--- config.mk ---
export PLATFORM = sky130hd
export DESIGN_NAME = somador_subtrator_seq
export DESIGN_NICKNAME = d
export VERILOG_FILES = /design/src/rtl/somador_subtrator_seq.sv
export SDC_FILE = /design/constraint.sdc
export NUM_CORES = 1
export LEC_CHECK = 0
export BUFFER_PORTS_ARGS = -buffer_cell sky130_fd_sc_hd__buf_2
export CAP_MARGIN = 20
export CORE_ASPECT_RATIO = 1.25
export CORE_MARGIN = 2
export CORE_UTILIZATION = 40
export DETAILED_ROUTE_END_ITERATION = 8
export PLACE_DENSITY = 0.64
export SLEW_MARGIN = 20
export SYNTH_ARGS = -nofsm -noshare
export SYNTH_HDL_FRONTEND = slang
export SYNTH_SLANG_ARGS = --single-unit
--- constraint.sdc ---
create_clock -name clk -period 1.3 [get_ports clk]
set_input_delay 0.195 -clock clk [delete_from_list [all_inputs] [get_ports clk]]
set_output_delay 0.195 -clock clk [all_outputs]
set_load 0.01 [all_outputs]
--- src/rtl/somador_subtrator_seq.sv ---
// Digit-serial adder/subtractor: one DIGIT-bit slice per clock, LSB first.
// Result and flags update together when the last slice completes.
module somador_subtrator_seq #(
    parameter int WIDTH = 8,
    parameter int DIGIT = 1
) (
    input  logic             clk,
    input  logic             rst_n,
    input  logic             start,
    input  logic [1:0]       op,
    input  logic             cin,
    input  logic [WIDTH-1:0] A,
    input  logic [WIDTH-1:0] B,
    output logic [WIDTH-1:0] S,
    output logic             Cout,
    output logic             OV,
    output logic             Z,
    output logic             N,
    output logic             busy,
    output logic             done
);

    localparam int NDIG = (DIGIT > 0) ? WIDTH / DIGIT : 1;
    localparam int CW   = (NDIG > 1) ? $clog2(NDIG) : 1;

    if ((DIGIT < 1) || (WIDTH < 2) || (WIDTH % DIGIT != 0)) begin : g_bad_params
        $error("somador_subtrator_seq: invalid WIDTH/DIGIT combination");
    end

    typedef enum logic [1:0] {
        IDLE = 2'd0,
        RUN  = 2'd1,
        DONE = 2'd2
    } state_t;

    state_t           state_q;
    state_t           state_d;
    logic             accept;
    logic             last;
    logic [WIDTH-1:0] a_q;
    logic [WIDTH-1:0] b_q;
    logic             carry_q;
    logic [CW-1:0]    cnt_q;
    logic [DIGIT-1:0] a_sl;
    logic [DIGIT-1:0] b_sl;
    logic [DIGIT:0]   sum;
    logic [WIDTH-1:0] res;
    logic             c_msb;

    assign last = (cnt_q == CW'(NDIG - 1));
    assign busy = (state_q == RUN);
    assign done = (state_q == DONE);

    always_comb begin
        state_d = state_q;
        accept  = 1'b0;
        unique case (state_q)
            IDLE: begin
                if (start) begin
                    accept  = 1'b1;
                    state_d = RUN;
                end
            end
            RUN: begin
                if (last) state_d = DONE;
            end
            DONE: begin
                if (start) begin
                    accept  = 1'b1;
                    state_d = RUN;
                end else begin
                    state_d = IDLE;
                end
            end
            default: state_d = IDLE;
        endcase
    end

    always_ff @(posedge clk or negedge rst_n) begin
        if (!rst_n) state_q <= IDLE;
        else        state_q <= state_d;
    end

    assign a_sl  = a_q[DIGIT-1:0];
    assign b_sl  = b_q[DIGIT-1:0];
    assign sum   = {1'b0, a_sl} + {1'b0, b_sl} + (DIGIT + 1)'(carry_q);
    // carry into the top bit of the slice, needed for OV on the last slice
    assign c_msb = a_sl[DIGIT-1] ^ b_sl[DIGIT-1] ^ sum[DIGIT-1];

    if (NDIG > 1) begin : g_multi
        logic [WIDTH-DIGIT-1:0] acc_q;

        assign res = {sum[DIGIT-1:0], acc_q};

        always_ff @(posedge clk or negedge rst_n) begin
            if (!rst_n)              acc_q <= '0;
            else if (state_q == RUN) acc_q <= res[WIDTH-1:DIGIT];
        end
    end else begin : g_single
        assign res = sum[DIGIT-1:0];
    end

    always_ff @(posedge clk or negedge rst_n) begin
        if (!rst_n) begin
            a_q     <= '0;
            b_q     <= '0;
            carry_q <= 1'b0;
            cnt_q   <= '0;
            S       <= '0;
            Cout    <= 1'b0;
            OV      <= 1'b0;
            Z       <= 1'b0;
            N       <= 1'b0;
        end else if (accept) begin
            a_q     <= A;
            b_q     <= op[0] ? ~B : B;
            carry_q <= op[1] ? cin : op[0];
            cnt_q   <= '0;
        end else if (state_q == RUN) begin
            a_q     <= a_q >> DIGIT;
            b_q     <= b_q >> DIGIT;
            carry_q <= sum[DIGIT];
            cnt_q   <= cnt_q + CW'(1);
            if (last) begin
                S    <= res;
                Cout <= sum[DIGIT];
                OV   <= c_msb ^ sum[DIGIT];
                Z    <= (res == '0);
                N    <= res[WIDTH-1];
            end
        end
    end

endmodule

* After elaboration in Yosys (flattened, before gate mapping)
Cells that the tools add are included.
** Operators by class
- Mux-type cells :: 16
- Reduce and logical (&&, ||, !) cells :: 6
- Add/sub/neg operators :: 3
- Equal/unequal tests :: 5
- Bitwise operators :: 5
** Operators by type and width (number)
- $mux 8 :: 5
- $logic_not 8->1 :: 1
- $not 8->8 :: 1
- $mux 1 :: 6
- $mux 3 :: 2
- $pmux 2 s3 :: 1
- $mux 2 :: 2
- $add 3x1->3 const B :: 1
- $eq 3x3->1 const B :: 1
- $reduce_and 3->1 :: 1
- $xor 1x1->1 :: 3
- $add 1x1->2 :: 1
- $add 2x1->2 :: 1
- $eq 2x1->1 const B :: 1
- $eq 2x2->1 const B :: 1
- $logic_not 2->1 :: 1
- $ne 2x1->1 const B :: 1
- $ne 2x2->1 const B :: 1
- $reduce_and 2->1 :: 1
- $reduce_bool 2->1 :: 1
- $reduce_or 2->1 :: 1
- $not 1->1 :: 1
** Word-level totals
- Output and inout bits :: 14
- Register bits :: 41

* Depth between registers and ports, before layout
Gate-level depths: netlist (run 1).
- Word-level depth :: 5
- Gate-level depth with buffers :: 6

* Worst setup path before layout (run 1)
Ideal clock, no wire load.
- Path type :: flip-flop to flip-flop
- Start :: register cnt_q[0]
- End :: register S[0]
- Required time :: 1.175 ns
- Arrival time :: 1.340 ns
- Library setup time :: 0.125 ns
- Cell stages (with the launch flop) :: 6
- Slack :: -0.165 ns
- Path through :: dfrtp_1 > ha_1 > ha_1 > nand3b_2 > buf_6 > mux2_2
** Between the ends
- Cells in the longest elaborated chain, start to end :: 2
** Ends and longest elaborated chain
- from (decl) :: RTL line 43 : logic [CW-1:0] cnt_q;
- from (signal assigned) :: RTL line 123 : cnt_q <= cnt_q + CW'(1);
- $eq 3x3->1 :: RTL line 50 : assign last = (cnt_q == CW'(NDIG - 1));
- $reduce_and 3->1 (no line)
- to (signal assigned) :: RTL line 125 : S <= res;
- to (decl) :: RTL line 14 : output logic [WIDTH-1:0] S,
No other way between the ends.
A chain may end at the register's enable or synchronous reset.

* Final worst setup path (run 1)
- Start :: register b_q[0]
- End :: register OV
** Between the ends
- Cells in the longest elaborated chain, start to end :: 4
- Elaborated cells between the ends (all ways) :: 5
** Ends and longest elaborated chain
- from (decl) :: RTL line 41 : logic [WIDTH-1:0] b_q;
- from (signal assigned) :: RTL line 116 : b_q <= op[0] ? ~B : B;
- from (signal assigned) :: RTL line 121 : b_q <= b_q >> DIGIT;
- $add 1x1->2 :: RTL line 86 : assign sum = {1'b0, a_sl} + {1'b0, b_sl} + (DIGIT + 1)'(carry_q);
- $add 2x1->2 :: RTL line 86
- net sum[0] :: RTL line 46 : logic [DIGIT:0] sum;
- $xor 1x1->1 :: RTL line 88 : assign c_msb = a_sl[DIGIT-1] ^ b_sl[DIGIT-1] ^ sum[DIGIT-1];
- $xor 1x1->1 :: RTL line 127 : OV <= c_msb ^ sum[DIGIT];
- to (signal assigned) :: RTL line 127
- to (decl) :: RTL line 16 : output logic OV,
The timed path passes the listed nets, and every way through them passes these cells.

==> key figures, run 1 <==
Global routing
  – Via count of the first global-routing pass: 1381
  – Wire length of the first global-routing pass: 6370 µm
  – Overflow after GRT: 0
  – Maximum number of pins on one net before global-route repair: 41
  – Number of antenna violations at the first check in global routing: 0
  – Combined global-route utilization of all metal layers: 16.6%

Detailed routing
  – Initial drt markers: 45
  – Post-route ant nets: 0
  – Routed Wire Length: 3960 µm
  – Vias after detailed routing: 1453
  – Detailed-routing iteration count for the pre-antenna-repair pass: 4
  – DR WL/cell: 13.4 µm
  – Average via count per standard cell: 4.91
  – Post-route DRC violation count: 0

Power
  – Standby leakage power: 1.25 nW
  – Total power density per cell area: 2730 nW/µm²
  – Int Pwr: 0.00449 W
  – Combinational cell fraction of total power: 45.5%
  – Worst VDD drop: 1090 µV
  – Share of total power in sequential cells: 33.8%
  – Net switching power: 0.00232 W
  – Clock share of power: 20.7%
  – Fraction of power spent switching nets: 34.1%

Timing
  – Unrepaired setup endpoints after global routing: yes
  – Shortest clock period the worst path allows after layout: 1.49 ns
  – Clock Skews: 0.00658 ns
  – Setup TNS after final layout: -0.758 ns
  – Hold slack final: 0.125 ns
  – Final Hold Vio Count: 0
  – Maximum clock frequency: 672 MHz
  – Number of failing setup endpoints in the final timing report: 12
  – Worst setup margin: -0.188 ns
  – Final Cycle Share: 114%
  – Max_slew headroom: 79.8%
  – Max Transition Viols Final: 0
  – Worst-Margin Slew: 0.300 ns

Setup path
  – Category of the worst setup path capture point: flip-flop
  – Worst endpoint required time: 1.49 ns
  – Type of the worst setup path: reg -> reg
  – Largest fanout of any net on the critical path: 3
  – CP Data Arrival Time: 1.68 ns
  – Capturing instance or port of the critical path: OV
  – Logic depth of the worst register-to-register path: 4
  – Worst setup path startpoint: b_q[0]
  – Worst-case register-to-register setup slack: -0.19 ns
  – Critical R2R Capture: OV
  – Worst R2R Start: b_q[0]
  – Kind of start point of the critical path: flip-flop

Die
  – Die extent in y: 79.1 µm
  – Cell Rows: 27
  – Ports: 36
  – X dimension of the die: 64.1 µm
  – Starting density of the core: 41.4%
  – Area of the core: 4360 µm²
  – Full die area: 5070 µm²

Yosys
  – Synthesized instance count: 179
  – Count of yosys warnings during synthesis: 0
  – Post-synthesis sequential area ratio: 55.5%
  – Cell Area, Synth: 1800 µm²
  – Synthesis-stage register bit count: 40
  – Number of distinct library cells after synthesis: 25
  – Flip-flop cell with the highest count after synthesis: dfrtp_1
  – Number of nets in the synthesized netlist: 204
  – Number of enable flip-flop cells after synthesis: 0
  – Async S/R FF share, synth: 100%
  – Per-instance average area after synthesis: 10.1 µm²

Layout
  – Number of antenna repair diodes: 0
  – Total number of nets in the final design: 262
  – Multi-input combinational cell area: 837 µm²
  – Area growth, synth to finish: 38.3%
  – Finished Layout Cells: 296
  – Fillers: 394
  – FF/Latch Area: 1000 µm²
  – Layout cells sized above 1: 37.4%
  – Final standard cell utilization of the core: 57.3%

Clock network
  – Clock tree root buffer cell: clkbuf_8
  – Clock-pin slew reported for the worst setup and hold paths after clock tree synthesis: 0.08 ns
  – Number of buffers inserted during clock tree synthesis: 5
  – Clock latency at the later pin of the worst-skew pair: 0.29 ns
  – Buffer depth of the longest clock path: 2
  – Clk sinks: 40
  – CTS tree: yes
  – H-tree level count: 2

Outcome
  – Violations in the final reports: setup timing
  – Run status: finished with violations

Min path
  – HP Class: in -> reg

Placement
  – DP Cell Count: 276
  – Detailed placement HPWL: 2520 µm
  – Placer Congestion: 0.665
  – Setup WS pre-CTS: -0.208 ns
  – Port Buffer Count: 35

Flow run
  – Reported max-cap violation count: 0
==> routing by layer <==
metal | global-route usage [%] | part of all wire (%)
met1 | 20.2 | 43
met2 | 28.4 | 50
met3 | 4.25 | 5.0
met4 | 5.22 | 1.3
met5 | 0 | 0
==> what timing repair did <==
action | CTS | global route
gates cloned | 1 | 0
setup buffers | 7 | 3
hold buffers | 1 | 0
resized for setup | 13 | 10
endpoints found under the hold margin | 40 | 0
pin swaps | 3 | 5
endpoints found under the setup margin | 18 | 27
==> logic make-up (layout without fill, tap and decap cells) <==
| kind of cell | Yosys count | count (layout) | share of synthesized area [%] |
|---|---|---|---|
| muxes | 9 | 9 | 5.62 |
| and+or+nand+nor | 79 | 80 | 18.0 |
| buffers and inverters | 13 | 71 | 4.58 |
| DFF | 40 | 40 | 55.5 |
| adders and majority gates | 3 | 3 | 2.50 |
| xor gates and xnor gates | 11 | 11 | 5.34 |
| AOI/OAI and AO/OA | 24 | 24 | 8.53 |
==> stage by stage <==
| step | total power [W] | instance area (µm²) |
|---|---|---|
| 2_1_floorplan | 0.00391 | 1830 |
| 3_3_place_gp | 0.00467 | 2140 |
| 3_5_place_dp | 0.00477 | 2140 |
| 4_1_cts | 0.00656 | 2420 |
| 5_1_grt | 0.00729 | 2500 |
| 6_report | 0.00681 | 2500 |
==> worst min-delay path by stage <==
stage	from	endpoint	cells past startpoint	slack (ns)
global placement	rst_n	S[5]	2	0.18
CTS	A[0]	a_q[0]	3	0.12
finish	A[0]	a_q[0]	3	0.12
global route	A[0]	a_q[0]	3	0.13
floorplan	rst_n	Cout	0	-0.10
detailed placement	rst_n	S[4]	2	0.18
==> cells in the mapped netlist, types with 3 or more instances <==
cell type / instances / share of area (%)
nand2_1: 55 / 11
dfrtp_1: 40 / 55
a31oi_1: 14 / 4.9
nor2_1: 14 / 2.9
mux2_2: 9 / 5.6
xor2_1: 8 / 3.9
buf_2: 4 / 1.1
o21ai_0: 4 / 1.1
a22o_1: 3 / 1.5
buf_4: 3 / 1.2
nor2b_1: 3 / 1.0
xnor2_1: 3 / 1.5
==> power by group through the flow <==
stage / Combinational (W) / Clock (W) / Sequential, W
6_report: 0.00310 / 0.00141 / 0.00230
5_1_grt: 0.00342 / 0.00148 / 0.00239
4_1_cts: 0.00285 / 0.00143 / 0.00228
3_5_place_dp: 0.00250 / 0 / 0.00227
3_3_place_gp: 0.00243 / 0 / 0.00224
2_1_floorplan: 0.00165 / 0 / 0.00226
==> cell type report <==
class / count / share of cell area, %
clock buffers: 5 / 2.76
clock inverters: 3 / 3.61
inverters: 2 / 0.401
multi-input cells: 127 / 33.5
flip-flops and latches: 40 / 40.2
well taps: 58 / 2.91
repair buffers: 61 / 16.6
==> sequential cells by signal, summed over array words and instances, names as in the netlist, 2 cells and up <==
name and count:
cnt_q 3, g_multi.acc_q 7, state_q 2, a_q 8, S 8, b_q 8
==> worst max-delay path, cell delays in order, from the launching register on <==
cell and delay [ns]:
dfrtp_1 0.41, fa_2 0.64, xnor2_2 0.13, xnor2_1 0.13, o21ai_1 0.07
==> placed cells by master, fill, tap and decap left out, types with 2 or more instances in the layout <==
| cell type | Yosys | final |
|---|---|---|
| nand3_1 | 2 | 2 |
| nor2_1 | 14 | 14 |
| buf_2 | 4 | 34 |
| buf_6 | 2 | 4 |
| nor2b_1 | 3 | 3 |
| xor2_1 | 8 | 8 |
| buf_12 | 0 | 2 |
| xnor2_1 | 3 | 2 |
| nand3b_4 | 0 | 2 |
| a31oi_1 | 14 | 14 |
| buf_4 | 3 | 20 |
| dfrtp_1 | 40 | 39 |
| mux2_4 | 0 | 8 |
| a22o_1 | 3 | 3 |
| ha_4 | 0 | 2 |
| bufinv_16 | 0 | 3 |
| o21ai_0 | 4 | 2 |
| nand2_1 | 55 | 55 |
| clkbuf_8 | 0 | 5 |
(Power assumes the default switching activity.)
==> inputs of run 2 (changes only) <==
SKIP_LAST_GASP = 1   (was default)
==> run 2 against run 1 <==
Critical endpoint unchanged. Global-route usage did not move. The flow still finishes with violations (setup timing). Largest cell class unchanged. Count of clock-buffer cells in the layout did not move. Critical path type unchanged. Largest power group unchanged. Clock skew fell by 0.0016 ns.
==> key figures, run 2 (synthesized netlist as in run 1, its figures left out) <==
Placement
  – Detailed placement HPWL: 2520 µm (unchanged)
  – DP Cell Count: 276 (unchanged)
  – Placer Congestion: 0.665 (unchanged)
  – Setup WS pre-CTS: -0.208 ns (unchanged)
  – Post-Place Cell Area: 2140 µm² (unchanged)
  – Port Buffer Count: 35 (unchanged)

Clock network
  – H-tree level count: 2 (unchanged)
  – Clock tree root buffer cell: clkbuf_8
  – Clk sinks: 40 (unchanged)
  – CTS tree: yes
  – Buffer depth of the longest clock path: 2 (unchanged)
  – Number of buffers inserted during clock tree synthesis: 5 (unchanged)
  – Clock-pin slew reported for the worst setup and hold paths after clock tree synthesis: 0.08 ns (about the same)
  – Clock latency at the later pin of the worst-skew pair: 0.29 ns (about the same)

Timing
  – Final Hold Vio Count: 0 (unchanged)
  – Maximum clock frequency: 671 MHz (-0.15%)
  – Max Transition Viols Final: 0 (unchanged)
  – Number of failing setup endpoints in the final timing report: 12 (unchanged)
  – Hold slack final: 0.125 ns (-0.000145 ns)
  – Worst setup margin: -0.190 ns (-0.00218 ns)
  – Max_slew headroom: 79.8% (about the same)
  – Worst-Margin Slew: 0.300 ns (+0.00000334 ns)
  – Clock Skews: 0.00493 ns (-0.00164 ns)
  – Shortest clock period the worst path allows after layout: 1.49 ns (+0.00218 ns)
  – Unrepaired setup endpoints after global routing: yes
  – Final Cycle Share: 115% (+0.17 points)

Die
  – Die extent in y: 79.1 µm (unchanged)
  – Starting density of the core: 41.4% (unchanged)
  – Area of the core: 4360 µm² (unchanged)
  – Cell Rows: 27 (unchanged)
  – Full die area: 5070 µm² (unchanged)
  – X dimension of the die: 64.1 µm (unchanged)
  – Ports: 36 (unchanged)

Setup path
  – Path length in cells of the critical path: 4 (unchanged)
  – Category of the worst setup path capture point: flip-flop
  – Longest individual stage delay on the worst path: 0.64 ns (about the same)
  – Kind of start point of the critical path: flip-flop
  – Worst endpoint required time: 1.49 ns (about the same)
  – Critical R2R Capture: OV
  – Capturing instance or port of the critical path: OV
  – Number of buffer and inverter stages on the critical path: 0 (unchanged)
  – Worst-case register-to-register setup slack: -0.19 ns (about the same)
  – Series of cell instances along the critical path: fa_2 > xnor2_2 > xnor2_1 > o21ai_1
  – Top delay family on crit path: adder cells
  – Worst setup path startpoint: b_q[0]
  – Type of the worst setup path: reg -> reg
  – Worst-path cell with the longest stage delay: fa_2
  – Largest fanout of any net on the critical path: 3 (unchanged)
  – CP Data Arrival Time: 1.68 ns (about the same)
  – Worst R2R Start: b_q[0]
  – Logic depth of the worst register-to-register path: 4 (unchanged)

Layout
  – Total number of nets in the final design: 262 (unchanged)
  – Largest registers in the final layout: S: 8 flops, a_q: 8 flops, b_q: 8 flops
  – Finished Layout Cells: 296 (unchanged)
  – Layout cells sized above 1: 37.0% (-0.42 points)
  – Final standard cell utilization of the core: 57.2% (-0.086 points)
  – Leading cell type in the layout, fill and taps excluded: nand2_1
  – Number of antenna repair diodes: 0 (unchanged)
  – Area growth, synth to finish: 38.1%
  – Commonest cells after routing, fill and taps aside: nand2_1 (55), dfrtp_1 (39), buf_2 (34), buf_4 (20)
  – Post-route cell area: 2490 µm² (-0.15%)

Detailed routing
  – Max Used Layer: met4
  – Detailed-routing iteration count for the pre-antenna-repair pass: 4 (unchanged)
  – Total routed wire length on the met1 layer: 1720 µm (+0.17%)
  – Post-route DRC violation count: 0 (unchanged)
  – Routed Wire Length: 3970 µm (+0.20%)
  – Average via count per standard cell: 4.90 (-0.28%)
  – Post-route ant nets: 0 (unchanged)
  – Initial drt markers: 40 (-11%)
  – Met2 wire length: 2010 µm (+0.75%)
  – Met3 routed wirelength: 188 µm (-5.1%)
  – DR WL/cell: 13.4 µm (+0.20%)
  – Vias after detailed routing: 1449 (-0.28%)

Min path
  – HP Class: in -> reg

Global routing
  – Number of antenna violations at the first check in global routing: 0 (unchanged)
  – Wire length of the first global-routing pass: 6370 µm (unchanged)
  – Combined global-route utilization of all metal layers: 16.6% (unchanged)
  – Via count of the first global-routing pass: 1381 (unchanged)
  – Maximum number of pins on one net before global-route repair: 41 (unchanged)
  – Overflow after GRT: 0 (unchanged)

Power
  – Worst VDD drop: 1080 µV (about the same)
  – Total power density per cell area: 2730 nW/µm² (about the same)
  – Standby leakage power: 1.25 nW (-0.12%)

Flow run
  – Reported max-cap violation count: 0 (unchanged)

Outcome
  – Run status: finished with violations
  – Violations in the final reports: setup timing
[run 2: cell types whose count changed in the layout (fill, tap and decap cells not counted)]
cell | before | now
o21ai_2 | 1 | 0
o21ai_0 | 2 | 3
[run 2: worst min-delay path by stage]
| stage | start | cells past startpoint | end |
|---|---|---|---|
| floorplan | rst_n | 0 | Cout |
| global route | A[0] | 3 | a_q[0] |
| CTS | A[0] | 3 | a_q[0] |
| detailed placement | rst_n | 2 | S[4] |
| global placement | rst_n | 2 | S[5] |
| finish | A[0] | 3 | a_q[0] |
[run 2: layout make-up]
type                            count  area (µm²)
Tap cell                           58        72.6
Timing Repair Buffer               61         415
Sequential cell                    40        1000
Fill cell                         395        1870
Multi-Input combinational cell    127         833
Inverter                            2        10.0
Clock inverter                      3        90.1
Clock buffer                        5        68.8
[run 2: per-layer routing]
| layer | global-route usage [%] | up-vias |
|---|---|---|
| li1 | - | 709 |
| met1 | 20.2 | 688 |
| met2 | 28.4 | 47 |
| met3 | 4.25 | 5 |
| met4 | 5.22 | 0 |
| met5 | 0 | - |
[run 2: repair_timing]
action / 4_1_cts / 5_1_grt
setup buffers: 7 / 3
hold buffers: 1 / 0
pin swaps: 3 / 4
resized for setup: 13 / 8
setup endpoints to repair: 18 / 27
hold endpoints to repair: 40 / 0
cloned: 1 / 0
[run 2: worst reg2reg max path: stages, from the launching register on]
cell     delay (ns)
dfrtp_1        0.41
fa_2           0.64
xnor2_2        0.14
xnor2_1        0.13
o21ai_1        0.07
[run 2: through the flow]
step	power (W)	setup TNS, ns
after global placement	0.00467	-0.991
final	0.00680	-0.813
after CTS	0.00656	-0.934
after floorplan	0.00391	-0.550
after detailed placement	0.00477	-1.38
after global routing	0.00728	-1.45
[run 2: power breakdown]
group          internal [W]  total, W  switching [W]
Clock              0.000960   0.00141       0.000446
Combinational       0.00168   0.00309        0.00141
Sequential          0.00184   0.00230       0.000458
==> inputs of run 3 (changes only) <==
SKIP_CTS_REPAIR_TIMING = 1   (was default)
==> run 3 against run 2 <==
First-iteration DRC count up 13%. Final area hardly changed. Setup slack better by 0.0054 ns. Core utilization about the same. Wire length fell by 2.3%. The flow still finishes with violations (setup timing). Worst hold slack got worse by 0.0060 ns. Sequential share of layout area about the same. Via count is 0.83% lower.
==> key figures, run 3 (synthesized netlist as in run 1, its figures left out) <==
Detailed routing
  – Detailed-routing iteration count for the pre-antenna-repair pass: 4 (unchanged)
  – Post-route ant nets: 0 (unchanged)
  – Post-route DRC violation count: 0 (unchanged)
  – Routed Wire Length: 3880 µm (-2.3%)
  – DR WL/cell: 13.1 µm (-2.3%)
  – Initial drt markers: 45 (+13%)
  – Average via count per standard cell: 4.85 (-0.83%)
  – Vias after detailed routing: 1437 (-0.83%)

Setup path
  – Largest fanout of any net on the critical path: 4 (+1)
  – Series of cell instances along the critical path: fa_2 > xnor2_2 > xnor2_1 > o21ai_1
  – Worst-path cell with the longest stage delay: fa_2
  – CP Data Arrival Time: 1.67 ns (about the same)
  – Longest individual stage delay on the worst path: 0.64 ns (about the same)
  – Worst-case register-to-register setup slack: -0.18 ns (about the same)
  – Worst endpoint required time: 1.49 ns (about the same)
  – Category of the worst setup path capture point: flip-flop
  – Kind of start point of the critical path: flip-flop
  – Type of the worst setup path: reg -> reg

Die
  – Ports: 36 (unchanged)
  – Die extent in y: 79.1 µm (unchanged)
  – Full die area: 5070 µm² (unchanged)
  – Cell Rows: 27 (unchanged)
  – Starting density of the core: 41.4% (unchanged)
  – Area of the core: 4360 µm² (unchanged)
  – X dimension of the die: 64.1 µm (unchanged)

Timing
  – Number of failing setup endpoints in the final timing report: 11 (-1)
  – Final Cycle Share: 114% (-0.42 points)
  – Setup TNS after final layout: -0.781 ns (+0.0319 ns)
  – Final Hold Vio Count: 0 (unchanged)
  – Maximum clock frequency: 673 MHz (+0.37%)
  – Max Transition Viols Final: 0 (unchanged)
  – Worst setup margin: -0.185 ns (+0.00545 ns)
  – Max_slew headroom: 80.2% (+0.32 points)
  – Worst-Margin Slew: 0.295 ns (-0.00481 ns)
  – Clock Skews: 0.00683 ns (+0.00190 ns)
  – Unrepaired setup endpoints after global routing: yes
  – Shortest clock period the worst path allows after layout: 1.48 ns (-0.00545 ns)

Clock network
  – Clock latency at the later pin of the worst-skew pair: 0.29 ns (about the same)
  – CTS tree: yes
  – Number of buffers inserted during clock tree synthesis: 5 (unchanged)
  – Clk sinks: 40 (unchanged)
  – Clock tree root buffer cell: clkbuf_8
  – Clock-pin slew reported for the worst setup and hold paths after clock tree synthesis: 0.08 ns (about the same)
  – H-tree level count: 2 (unchanged)
  – Buffer depth of the longest clock path: 2 (unchanged)

Layout
  – Final standard cell utilization of the core: 57.2% (about the same)
  – Commonest cells after routing, fill and taps aside: nand2_1 (55), dfrtp_1 (39), buf_2 (34), buf_4 (22)
  – Leading cell type in the layout, fill and taps excluded: nand2_1
  – Area growth, synth to finish: 38.2% (about the same)
  – Finished Layout Cells: 296 (unchanged)
  – Post-route cell area: 2490 µm² (about the same)
  – Number of antenna repair diodes: 0 (unchanged)
  – Layout cells sized above 1: 37.0% (unchanged)
  – Largest registers in the final layout: S: 8 flops, a_q: 8 flops, b_q: 8 flops
  – Total number of nets in the final design: 262 (unchanged)
  – Fillers: 401 (+1.5%)

Global routing
  – Combined global-route utilization of all metal layers: 15.5% (-1.1 points)
  – Met3 layer usage reported by global route: 4.25% (unchanged)
  – Via count of the first global-routing pass: 1309 (-5.2%)
  – Number of antenna violations at the first check in global routing: 0 (unchanged)
  – Maximum number of pins on one net before global-route repair: 41 (unchanged)
  – Met1 track utilization from global routing: 18.6% (-1.6 points)
  – Met2 capacity usage during global routing: 26.6% (-1.9 points)
  – Wire length of the first global-routing pass: 5890 µm (-7.5%)
  – Overflow after GRT: 0 (unchanged)
  – Most used routing layer in global routing: met2

Placement
  – Placer Congestion: 0.665 (unchanged)
  – Post-Place Cell Area: 2140 µm² (unchanged)
  – Detailed placement HPWL: 2520 µm (unchanged)
  – DP Cell Count: 276 (unchanged)
  – Port Buffer Count: 35 (unchanged)

Min path
  – HP Class: in -> reg

Outcome
  – Violations in the final reports: setup timing
  – Run status: finished with violations

Power
  – Standby leakage power: 1.25 nW (+0.17%)
  – Worst VDD drop: 1080 µV (-0.30%)
  – Total power density per cell area: 2690 nW/µm² (-1.2%)
  – Overall power after layout: 0.00672 W (-1.2%)

Flow run
  – Reported max-cap violation count: 0 (unchanged)
## run 3: cell counts in the layout (fill, tap and decap cells not counted)
No cell type changed its count.
## run 3: final cells by class
type                       count  area (µm²)  area share, %
clock buffer                   5        68.8           2.76
clock inverter                 3        90.1           3.61
timing repair buffer          61         417           16.7
sequential                    40        1000           40.2
inverter                       2        10.0          0.401
multi-input combinational    127         833           33.4
tap                           58        72.6           2.91
## run 3: final timing paths
check	from	endpoint	cells past startpoint
setup / recovery	b_q[0]	OV	4
max in group asynchronous	rst_n	S[1]	3
hold reg to reg	Z	Z	2
min in group asynchronous	rst_n	S[4]	3
hold / removal	A[0]	a_q[0]	3
setup reg to reg	b_q[0]	OV	4
## run 3: metal layers
layer,vias up,share of wire [%]
li1,708,-
met3,5,4.5
met1,685,44
met2,39,50
met5,-,0
met4,0,1.3
## run 3: stage by stage
step	hold slack [ns]	setup WS [ns]
floorplan	-0.101	-0.128
global placement	0.183	-0.157
detailed placement	0.183	-0.208
CTS	-0.134	-0.214
global route	0.123	-0.255
finish	0.119	-0.185
## run 3: worst max-delay path, delay by kind of cell (launching register included)
family | cells | cell delay [ns]
DFF | 1 | 0.41
adders and majority gates | 1 | 0.64
AOI/OAI and AO/OA | 1 | 0.07
xor gates and xnor gates | 2 | 0.26
## run 3: power breakdown
group / switching [W] / internal, W / leakage [nW]
registers: 0.000447 / 0.00184 / 0.491
logic: 0.00139 / 0.00164 / 0.678
clock network: 0.000444 / 0.000960 / 0.0784
total: 0.00228 / 0.00444 / 1.25
